## src/rtl/misr_pkg.sv

```systemverilog
// misr_pkg: shared state encoding, tap positions and the MISR step function
package misr_pkg;
    typedef enum logic [2:0] {ST_IDLE, ST_SKIP, ST_ACCUM, ST_CHECK, ST_DONE} state_t;
    localparam int MAX_W = 256;
    localparam int TAP_MID = 2;
    localparam int TAP_LO = 0;
    function automatic int tap_hi(input int w);
        return w - 1;
    endfunction
    // Operates on a MAX_W-wide container; only the low w bits are meaningful.
    function automatic logic [MAX_W-1:0] misr_step(input logic [MAX_W-1:0] sig, input logic [MAX_W-1:0] data, input int w);
        logic [MAX_W-1:0] mask;
        logic [MAX_W-1:0] taps;
        mask = (w >= MAX_W) ? '1 : (MAX_W'(1) << w) - MAX_W'(1);
        taps = (sig >> tap_hi(w)) ^ (sig >> TAP_MID) ^ (sig >> TAP_LO);
        return (((sig << 1) | {{(MAX_W-1){1'b0}}, taps[0]}) & mask) ^ data;
    endfunction
endpackage

```

## src/rtl/misr_reg.sv

```systemverilog
// misr_reg: signature register with synchronous clear and step enable
module misr_reg
    import misr_pkg::*;
#(
    parameter int WIDTH = 64,
    parameter int DATA_W = 8
) (
    input  logic              clk,
    input  logic              reset,
    input  logic              clr,
    input  logic              en,
    input  logic [DATA_W-1:0] data,
    output logic [WIDTH-1:0]  sig
);
    logic [WIDTH-1:0] sig_q, sig_d;
    always_comb begin
        sig_d = clr ? '0 : en ? WIDTH'(misr_step(MAX_W'(sig_q), MAX_W'(data), WIDTH)) : sig_q;
    end
    always_ff @(posedge clk) begin
        sig_q <= reset ? '0 : sig_d;
    end
    assign sig = sig_q;
endmodule

```

## config.mk

```make
export PLATFORM = sky130hd
export DESIGN_NAME = misr_reg
export DESIGN_NICKNAME = d
export VERILOG_FILES = /design/src/rtl/misr_pkg.sv /design/src/rtl/misr_reg.sv
export SDC_FILE = /design/constraint.sdc
export NUM_CORES = 1
export LEC_CHECK = 0
export ABC_AREA = 1
export CORE_MARGIN = 4
export CORE_UTILIZATION = 43
export DETAILED_ROUTE_END_ITERATION = 8
export PLACE_DENSITY = 0.8
export RECOVER_POWER = 25
export SETUP_SLACK_MARGIN = 0.15
export SLEW_MARGIN = 30
export SYNTH_ARGS = -nofsm -noshare
export SYNTH_HDL_FRONTEND = slang
export SYNTH_SLANG_ARGS = --single-unit
```

## constraint.sdc

```tcl
create_clock -name clk -period 0.8 [get_ports clk]
set_input_delay 0.16 -clock clk [delete_from_list [all_inputs] [get_ports clk]]
set_output_delay 0.16 -clock clk [all_outputs]
set_load 0.01 [all_outputs]
```

# Word-level counts from Yosys, hierarchy flattened
# Index checks and enable logic that the tools add are counted.
dict set report totals {
  input_bits 12
  reg_bits 64
  elab_cells 6
  output_inout_bits 64
}
dict set report classes {
  reduce_logical 1
  bitwise_logic 4
}
# op count
set ops {}
lappend ops {{64-bit by 1-bit bitwise OR with 64-bit output} 1}
lappend ops {{64-bit by 8-bit XOR with 64-bit output} 1}
lappend ops {{2-bit OR reduction} 1}
lappend ops {{1-bit XOR} 2}

# Depth between registers and ports, before layout
dict set report logic_depth {
  ltp_word 4
  depth_mapped 8
  mapped_depth_nobuf 8
}

# Least setup slack after synthesis
# No wires, ideal clock.
dict set report synth_path {
  path_kind {register -> register}
  startpoint {register sig_q[2], in the netlist sig[2]}
  endpoint {register sig_q[0], in the netlist sig[0]}
  setup_ns 0.064
  synth_period_minus_slack_ns 0.926
  t_arrival_ns 0.862
  path_slack_ns -0.126
  stages_incl_launch_ff 9
  required_time_ns 0.736
  path_cell_list {dfxtp_1 -> inv_1 -> nand2_1 -> nand2_1 -> nand2_1 -> nand3_1 -> nand2_1 -> inv_1 -> nor2_1}
}
dict set report synth_via {
  elab_chain_len 4
}
# element line
set synth_rtl {}
lappend synth_rtl {{start, declared} misr_reg.sv:15} ;# logic [WIDTH-1:0] sig_q, sig_d;
lappend synth_rtl {{start signal, assigned} misr_reg.sv:20} ;# sig_q <= reset ? '0 : sig_d;
lappend synth_rtl {{1-bit XOR (2 in a row)} misr_pkg.sv:15} ;# taps = (sig >> tap_hi(w)) ^ (sig >> TAP_MID) ^ (sig >> TAP_LO);
lappend synth_rtl {{64-bit by 1-bit bitwise OR with 64-bit output} misr_pkg.sv:16} ;# return (((sig << 1) | {{(MAX_W-1){1'b0}}, taps[0]}) & mask) ^ data;
lappend synth_rtl {{64-bit by 8-bit XOR with 64-bit output} misr_pkg.sv:16}
# No other way between the ends.
# A chain may end at the register's enable or synchronous reset.

# Final worst setup path
dict set report layout_path {
  startpoint {register sig_q[63], in the netlist sig[63]}
  endpoint {register sig_q[0], in the netlist sig[0]}
}
# The elaborated chain is that of the path after synthesis.

==> impl_results.md <==
- Status: finished, violations left
- Failing checks: negative setup slack
- Die height: ~90 um
- RSZ-0062 raised after global routing: true
- Pint: about 5.2 mW
- Part of the power in the clock network: between 40% and 50%
- Leak Pwr: roughly 2.7 nW
- Nets@finish: 508
- # setup viols final: approximately 110
- YS warnings: 0
- Max Transition Viols Final: 0
- Sum of negative setup slack: -14.24 ns
- Fin crit share: 138.9%
- DP Cell Count: slightly above 500
- Worst-Skew Late Latency: about 0.35 ns
- Post-Syn Area: 0.002750 mm2
- Vias: ~3100
- Hold/Removal Path Class: primary input to flip-flop
- Max Root-Sink Buffers: 2
- Layout area overhead: 103.4%
- # H-tree levels: 3
- Antenna Violating Nets Remaining: 0
- Storage cell area: 0.001361 mm2
- Power density over cell area: between 1000 and 1500 mW/mm2
- Initial Util: 45.38%
- Worst Setup Start Kind: flip-flop
- Multi-input gate area in the final layout: roughly 0.0016 mm2
- Arr. time, crit path: about 1.4 ns
- Crit path max fanout: 2
- Mapped Cells: 302
- Sinks on the clock net: 64
- Vias in the first global route: 3005
- Yosys cell types: 19
- Total GRT Usage: 25.99%
- Final global-route overflow total: 0
- Required time of the critical path: 1.09 ns
- Layout cell share with drive strength beyond 1: 81.84%
- Routed WL: around 13 mm
- Max Cap Viol: 0
- Post-layout minimum cycle time: approximately 1.1 ns
- FP Rows: 28
- Peak VDD IR: approximately 1.4 mV
- Fmax: between 0.8 and 0.9 GHz
- Share of the synthesized area in the top cell type: between 40% and 50%
- Port Buf Inserts: 75
- Largest net degree at the start of global routing: 36
- Ports: 76
- Register area share after synthesis: a little under half
- Total CTS buffers: 9
- CTS root buf: clkbuf_8
- Seq cells post-synth: 64
- DIE AREA: around 0.0077 mm2
- Antenna violations before repair: 0
- CTS tree: done
- DR iter-0 viols: between 100 and 150
- Sw frac: between 20% and 30%
- Clock skew: ~0.013 ns
- Total power draw: approximately 7.1 mW
- Mean Syn Cell Area: between 9 and 10 um2
- # fillers: between 150 and 200
- Psw: roughly 1.9 mW
- ANT cells: 0
- Kind of critical path: flip-flop to flip-flop
- Worst-path clk slew: about 0.080 ns
- Final Non-Filler Cells: about 580
- Number of flip-flops in the largest register: 64
- Comb power frac: 12.0%
- Core area: between 0.006 and 0.007 mm2
- Largest area contributor in the netlist: dfxtp_1
- Final Hold Vio Count: 0
- First-pass GRT wire length: 15.15 mm
- Worst slew pin tran: ~0.35 ns
- Largest cells by area after synthesis: dfxtp_1 (47%), a21oi_2 (16%), nand2_2 (11%)
- # DRC: 0
- Max-Slew Margin vs Limit: 76.42%
- Pre-CTS setup slack: -0.5499 ns
- WL/cell: roughly 22 um
- Seq pwr share: a little under half
- Drt pass-1 iters: 5
- Worst setup margin: -0.3112 ns
- Dpl hpwl: between 4 and 5 mm
- Gp weighted congestion: 0.7789
- CP endpoint kind: flip-flop
- Via density: 5.370
- Mapped Nets: 314
- Die X: 87.97 um
==> layer usage <==
metal | GRT usage (%) | share of wire (%) | up-vias
met1 | 27.39 | 35 | 1511
met4 | 16.88 | 5.9 | 0
li1 | - | - | 1345
met2 | 47.05 | 52 | 175
met3 | 4.704 | 6.4 | 62
met5 | 0 | 0 | -
==> cell type report <==
cell class	count	area share, %
inverter	15	1.186
clock buffer	13	2.841
multi-input combinational	203	28.61
tap	75	1.678
clock inverter	3	0.7159
timing repair buffer	203	40.63
sequential	64	24.34
==> power by group through the flow <==
stage / clock network, mW / registers (mW) / logic (mW)
after floorplan: 0 / 3.31 / 0.400
after global placement: 0 / 3.30 / 0.644
after detailed placement: 0 / 3.29 / 0.657
after CTS: 2.86 / 3.23 / 0.754
after global routing: 3.11 / 3.23 / 0.868
final: 2.98 / 3.23 / 0.844
==> cell usage in the layout, fill, tap and decap left out, drive strengths merged <==
cell	netlist	layout
a21oi	58	58
clkdlybuf4s50	0	8
nor2	12	12
clkbuf	0	14
nand3	2	2
bufbuf	0	2
dfxtp	64	64
o21ai	9	9
xor2	7	7
clkdlybuf4s15	0	2
inv	15	15
clkinv	0	2
bufinv	0	1
nand2	114	114
nand4	1	1
buf	20	190
==> synth_stat cells <==
cell type and instances:
inv_4 1, inv_2 1, inv_1 13, o21ai_1 8, xor2_1 7, nand2_1 65, buf_12 6, nor2_1 11
nor2_2 1, nand2_2 49, buf_4 2, nand3_1 2, a21oi_1 7, buf_6 2, a21oi_2 51, dfxtp_1 64
o21ai_0 1, buf_2 10, nand4_1 1
==> final timing paths <==
check | from | end | slack, ns | cells after the start
worst min-delay path | en | sig[16] | 0.32 | 4
worst max register to register | sig[63] | sig[0] | -0.31 | 9
worst max-delay path | sig[63] | sig[0] | -0.31 | 9
worst min register to register | sig[26] | sig[26] | 0.58 | 3
==> cell families (layout without fill, tap and decap cells) <==
| logic type | count (synthesis) | count (layout) | share of synthesized area [%] |
|---|---|---|---|
| AO/OA/AOI/OAI | 67 | 67 | 19.15 |
| XOR/XNOR | 7 | 7 | 2.229 |
| buffers and inverters | 35 | 234 | 9.691 |
| flip-flops | 64 | 64 | 46.59 |
| AND/OR/NAND/NOR | 129 | 129 | 22.34 |
==> worst max-delay path, cell delays in order (launching register included) <==
cell and delay, ns:
dfxtp_2 0.37, buf_6 0.12, inv_4 0.04, nand2_2 0.08
nand2_1 0.07, nand2_1 0.09, nand3_1 0.07, nand2_1 0.08
inv_1 0.04, nor2_1 0.09
==> per-stage QoR <==
step           hold slack [ns]  util [%]  instance area, um2
2_1_floorplan           0.3112         -                3030
5_1_grt                 0.3219     92.28                5593
6_report                0.3192     92.28                5593
3_5_place_dp            0.5014     72.52                4395
3_3_place_gp            0.4877     72.52                4395
4_1_cts                 0.3045     86.19                5224
==> what timing repair did <==
item                                    in CTS  in global routing
endpoints found under the setup margin     128                128
endpoints found under the hold margin        0                  0
buffers inserted                            14                 32
gates cloned                                 2                  0
hold buffers                                 0                  0
gates resized for setup                    466                 36
pin swaps                                   34                 31
No activity file was read; power rests on OpenSTA's default activity.
